<file path="src/rtl/cpu24_pkg.sv">
// Shared definitions for the 24-bit custom-ISA core: sequencer states, PC-select
// codes, ALU operation codes and primary opcodes.
package cpu24_pkg;

  typedef enum logic [2:0] {
    S_IDLE   = 3'd0,
    S_FETCH  = 3'd1,
    S_DECODE = 3'd2,
    S_EXEC   = 3'd3,
    S_MEM    = 3'd4,
    S_WB     = 3'd5,
    S_HALTED = 3'd6
  } state_e;

  localparam logic [1:0] PCSEL_SEQ = 2'b00;
  localparam logic [1:0] PCSEL_BR  = 2'b01;
  localparam logic [1:0] PCSEL_JMP = 2'b10;

  localparam logic [2:0] ALU_ADD      = 3'd0;
  localparam logic [2:0] ALU_MUL      = 3'd1;
  localparam logic [2:0] ALU_PASS     = 3'd2;
  localparam logic [2:0] ALU_ADDR_ADD = 3'd3;
  localparam logic [2:0] ALU_OR       = 3'd4;
  localparam logic [2:0] ALU_LUI      = 3'd5;

  localparam int OPCODE_W = 4;
  localparam logic [OPCODE_W-1:0] OP_ADD  = 4'h0;
  localparam logic [OPCODE_W-1:0] OP_MUL  = 4'h1;
  localparam logic [OPCODE_W-1:0] OP_LW   = 4'h2;
  localparam logic [OPCODE_W-1:0] OP_SW   = 4'h3;
  localparam logic [OPCODE_W-1:0] OP_BEQ  = 4'h4;
  localparam logic [OPCODE_W-1:0] OP_JMP  = 4'h5;
  localparam logic [OPCODE_W-1:0] OP_LUI  = 4'h6;
  localparam logic [OPCODE_W-1:0] OP_OR   = 4'h7;
  localparam logic [OPCODE_W-1:0] OP_HALT = 4'hF;

  // Width of the multi-cycle latency counter; bounds MUL_LAT to 1..15.
  localparam int LAT_W = 4;

endpackage

</file>
<file path="src/rtl/cpu24_lat_counter.sv">
// Load/decrement latency counter for multi-cycle execute ops; done_o is high
// while the count is zero.
module cpu24_lat_counter #(
  parameter int W = 4
) (
  input  logic         clk,
  input  logic         rst,
  input  logic         load_i,
  input  logic [W-1:0] load_val_i,
  input  logic         dec_i,
  output logic         done_o
);

  logic [W-1:0] cnt_q, cnt_d;

  always_comb begin
    cnt_d = cnt_q;
    if (load_i) begin
      cnt_d = load_val_i;
    end else if (dec_i && (cnt_q != '0)) begin
      cnt_d = cnt_q - 1'b1;
    end
  end

  // NOTE: registers update with non-blocking assignments only; the combinational
  // block above uses blocking assignments and computes the next value.
  always_ff @(posedge clk) begin
    if (rst) begin
      cnt_q <= '0;
    end else begin
      cnt_q <= cnt_d;
    end
  end

  assign done_o = (cnt_q == '0);

endmodule

</file>
<file path="src/rtl/cpu24_ctrl_fsm.sv">
// Multi-cycle control sequencer: steps each instruction through fetch, decode,
// execute, memory and writeback, handshakes with both memories, and counts retires.
module cpu24_ctrl_fsm
  import cpu24_pkg::*;
#(
  parameter int MUL_LAT = 3,  // legal 1..15
  parameter int CNT_W   = 32
) (
  input  logic             clk,
  input  logic             rst,
  input  logic             start,
  input  logic             imem_ready,
  input  logic             dmem_ready,
  input  logic             dec_reg_write,
  input  logic             dec_mem_read,
  input  logic             dec_mem_write,
  input  logic             dec_branch,
  input  logic             dec_jump,
  input  logic             dec_halt,
  input  logic [2:0]       dec_alu_op,
  input  logic             alu_zero,
  output logic             imem_req,
  output logic             ir_we,
  output logic             dmem_req,
  output logic             dmem_we,
  output logic             rf_we,
  output logic             pc_we,
  output logic [1:0]       pc_sel,
  output logic [2:0]       state,
  output logic             busy,
  output logic             halted,
  output logic [CNT_W-1:0] retired
);

  state_e           state_q, state_d;
  logic [CNT_W-1:0] retired_q, retired_d;

  logic lat_load;
  logic lat_done;
  logic exec_last;
  logic retire_halt;
  logic pc_we_raw;
  logic rf_we_raw;
  logic ir_we_raw;

  // The counter is preloaded while leaving DECODE so that it holds MUL_LAT-1
  // in the first EXEC cycle and reaches zero in the last one.
  assign lat_load = (state_q == S_DECODE) && !dec_halt;

  cpu24_lat_counter #(
    .W(LAT_W)
  ) u_mul_lat (
    .clk       (clk),
    .rst       (rst),
    .load_i    (lat_load),
    .load_val_i(LAT_W'(MUL_LAT - 1)),
    .dec_i     (state_q == S_EXEC),
    .done_o    (lat_done)
  );

  assign exec_last = (dec_alu_op != ALU_MUL) || lat_done;

  // NOTE: every signal written here gets a default first, so no path leaves a
  // value unassigned and no latch is inferred.
  always_comb begin
    state_d     = state_q;
    pc_we_raw   = 1'b0;
    rf_we_raw   = 1'b0;
    ir_we_raw   = 1'b0;
    pc_sel      = PCSEL_SEQ;
    retire_halt = 1'b0;
    unique case (state_q)
      S_IDLE: begin
        if (start) state_d = S_FETCH;
      end
      S_FETCH: begin
        if (imem_ready) begin
          ir_we_raw = 1'b1;
          state_d   = S_DECODE;
        end
      end
      S_DECODE: begin
        if (dec_halt) begin
          retire_halt = 1'b1;
          state_d     = S_HALTED;
        end else begin
          state_d = S_EXEC;
        end
      end
      S_EXEC: begin
        if (exec_last) begin
          if (dec_jump) begin
            pc_we_raw = 1'b1;
            pc_sel    = PCSEL_JMP;
            state_d   = S_FETCH;
          end else if (dec_branch) begin
            pc_we_raw = 1'b1;
            pc_sel    = alu_zero ? PCSEL_BR : PCSEL_SEQ;
            state_d   = S_FETCH;
          end else if (dec_mem_read || dec_mem_write) begin
            state_d = S_MEM;
          end else begin
            state_d = S_WB;
          end
        end
      end
      S_MEM: begin
        if (dmem_ready) begin
          if (dec_mem_write) begin
            pc_we_raw = 1'b1;
            state_d   = S_FETCH;
          end else begin
            state_d = S_WB;
          end
        end
      end
      S_WB: begin
        rf_we_raw = dec_reg_write;
        pc_we_raw = 1'b1;
        state_d   = S_FETCH;
      end
      S_HALTED: begin
        state_d = S_HALTED;
      end
      default: begin
        state_d = S_IDLE;
      end
    endcase
  end

  always_comb begin
    retired_d = retired_q;
    if (pc_we_raw || retire_halt) retired_d = retired_q + 1'b1;
  end

  always_ff @(posedge clk) begin
    if (rst) begin
      state_q   <= S_IDLE;
      retired_q <= '0;
    end else begin
      state_q   <= state_d;
      retired_q <= retired_d;
    end
  end

  // Reset wins over a completing handshake: the datapath must not commit a
  // write at the same edge that clears the sequencer.
  assign pc_we = pc_we_raw && !rst;
  assign rf_we = rf_we_raw && !rst;
  assign ir_we = ir_we_raw && !rst;

  assign imem_req = (state_q == S_FETCH);
  assign dmem_req = (state_q == S_MEM);
  assign dmem_we  = (state_q == S_MEM) && dec_mem_write;
  assign busy     = (state_q != S_IDLE) && (state_q != S_HALTED);
  assign halted   = (state_q == S_HALTED);
  assign state    = state_q;
  assign retired  = retired_q;

endmodule

</file>
<file path="config.mk">
export PLATFORM = sky130hd
export DESIGN_NAME = cpu24_ctrl_fsm
export DESIGN_NICKNAME = d
export VERILOG_FILES = /design/src/rtl/cpu24_pkg.sv /design/src/rtl/cpu24_lat_counter.sv /design/src/rtl/cpu24_ctrl_fsm.sv
export SDC_FILE = /design/constraint.sdc
export NUM_CORES = 1
export LEC_CHECK = 0
export CORE_MARGIN = 2
export CORE_UTILIZATION = 41
export DETAILED_ROUTE_END_ITERATION = 6
export PLACE_DENSITY_LB_ADDON = 0.3
export SYNTH_ARGS = -nofsm -noshare
export SYNTH_HDL_FRONTEND = slang
export SYNTH_SLANG_ARGS = --single-unit
export TNS_END_PERCENT = 100
</file>
<file path="constraint.sdc">
create_clock -name clk -period 4 [get_ports clk]
set_input_delay 0.4 -clock clk [delete_from_list [all_inputs] [get_ports clk]]
set_output_delay 0.4 -clock clk [all_outputs]
set_load 0.01 [all_outputs]
</file>
==> impl_metrics.tcl <==
set metrics [dict create \
    outcome "finished clean" \
    grt_max_degree 25 \
    routed_wl_um 5050 \
    holdPathStages 2 \
    path_clk_slew_ps 70 \
    wl_per_cell_um 13.2 \
    maxSlewViolCount 0 \
    synth_nets 272 \
    hold_class "flop to flop" \
    startpoint_type "flop" \
    ir_drop_uv 198 \
    dp_hpwl_um 3660 \
    endpoint_kind "primary output" \
    htreeDepth 2 \
    grt_pass1_vias 1786 \
    register_area_sq_um 781 \
    fin_skew_ps 3.94 \
    layout_setup_ws_ps 1120 \
    multi_input_area_sq_mm 0.00125 \
    tritoncts "yes" \
    grtUsageTotal 0.177 \
    rsz0062_at_grt "false" \
    postLayoutCellArea_sq_mm 0.00286 \
    io_buffers 59 \
    min_from "u_mul_lat.cnt_q[2]" \
    path_class "flop to primary output" \
    synth_area_per_cell_sq_um 8.31 \
    crit_fanout 24 \
    yosys.area.top_type "dfxtp_1" \
    vias 2028 \
    die_h_um 75.9 \
    clk_latency_ps 290 \
    die_area_sq_mm 0.00576 \
    ys_warn_count 0 \
    r2r_setup_slack_ps 1540 \
    clock-sinks 39 \
    cts_resized 0 \
    hold_violations 0 \
    critPathLaunch "state[0]" \
    drtIter0Drc 84 \
    synth_ff_type "dfxtp_1" \
    cts_root_buf "clkbuf_8" \
    syn_inst 255 \
    synth_area_leaders "dfxtp_1, xor2_1, nor2_1" \
    reg2reg_from "state[2]" \
    dp.cells 373 \
    die_w_um 75.9 \
    slew_headroom 0.507 \
    fin_cells 381 \
    vias_per_cell 5.32 \
    worst_pin_slew_ps 737 \
    cts_setup_buffers 0 \
    cap_violations 0 \
    synth_top_area_frac 0.368 \
    area_growth_syn_to_layout_pct 34.9 \
    cp.arrival_ps 2480 \
    dpl_cell_area_sq_mm 0.00276 \
    period_share 0.721 \
    reg2reg_depth 6 \
    ys_async_sr_fraction 0 \
    syn-cell-area_sq_mm 0.00212 \
    core_area_sq_mm 0.00504 \
    fin_crit_ps 2880 \
    drc_errors 0 \
    final_common_cell "clkdlybuf4s50_1" \
    most-common-layout-cells "clkdlybuf4s50_1, dfxtp_1, nor2_1" \
    cts_buffers 5 \
    setup_tns_ps 0 \
    antenna_found_initial 0 \
    fmax_mhz 347 \
    postRouteAntennaNets 0 \
    cts_hold_buf 0 \
    whs_ps 503 \
    ys_seq_area_frac 0.368 \
    clockBufferDepth 2 \
    dpl_worst_slack_ps 1220 \
    p_leak_uw 0.000969 \
    gp_congestion 0.872 \
    firstDrtPassIters 4 \
    cp.required_ps 3600 \
    ys_types 47 \
    p_per_area_mw_per_mm2 284 \
    setup_violations 0 \
    synth_seq_cells 39 \
    initial_core_util 0.420 \
    io_pins 60 \
    nets 327 \
    num_antenna_cells 0 \
    fill_cells 468 \
    rows 26 \
    grt_first_pass_wirelength_um 8510 \
    synth_edf_count 0 \
    drive_above_1_share 0.0643 \
    grt_overflow 0 \
]
layout make-up:
type / count / share of cell area
inverters: 10 / 0.0131
multi-input cells: 193 / 0.437
repair buffers: 61 / 0.212
flip-flops and latches: 39 / 0.273
well taps: 70 / 0.0306
clock buffers: 8 / 0.0350
layer usage:
| metal | up-vias | global-route usage | share of wire |
|---|---|---|---|
| li1 | 1034 | - | - |
| met1 | 932 | 0.235 | 0.49 |
| met2 | 57 | 0.274 | 0.44 |
| met3 | 5 | 0.0524 | 0.059 |
| met4 | 0 | 0.0655 | 0.013 |
| met5 | - | 0 | 0 |
flip-flops by register name (all words and copies together) (netlist names):
| register | cells |
|---|---|
| state | 3 |
| retired | 32 |
| u_mul_lat.cnt_q | 4 |
through the flow:
stage / utilization / total power (uW)
after global placement: 0.547 / 536
final: 0.567 / 811
after floorplan: - / 484
after global routing: 0.567 / 854
after detailed placement: 0.547 / 537
after CTS: 0.567 / 821
final timing paths:
check	to
min reg2reg	u_mul_lat.cnt_q[2]
max	pc_we
max reg2reg	retired[20]
min	u_mul_lat.cnt_q[2]
synth_stat cells (all sizes together) (4+ instances only):
library cell / count
a21oi: 17
and2: 4
and3: 7
and4: 4
buf: 4
clkbuf: 9
dfxtp: 39
inv: 9
nand2: 12
nand3: 5
nand4: 4
nor2: 34
nor3: 6
nor4: 5
o2111ai: 11
o211ai: 8
o21ai: 16
or3: 9
xor2: 20
power by group:
part	total [uW]	switching [uW]	internal [uW]
Clock	283	126	157
Combinational	116	56.2	59.4
Sequential	413	17.9	395
critical path: stages (launching register included):
cell and delay (ps):
dfxtp_1 640, and3b_1 300, o221a_2 520, nor2_1 70, nor2_1 100, clkdlybuf4s50_1 560
kinds of logic (layout without fill, tap and decap cells):
family	count (synthesis)	count (layout)	share of synthesized area
mux	2	2	0.0100
fa+ha+maj	2	2	0.0118
simple gates	105	105	0.278
xor+xnor	23	23	0.0950
compound gates	61	61	0.194
buf+inv	23	79	0.0425
flops	39	39	0.368
Power figures use the tool's default switching activity.
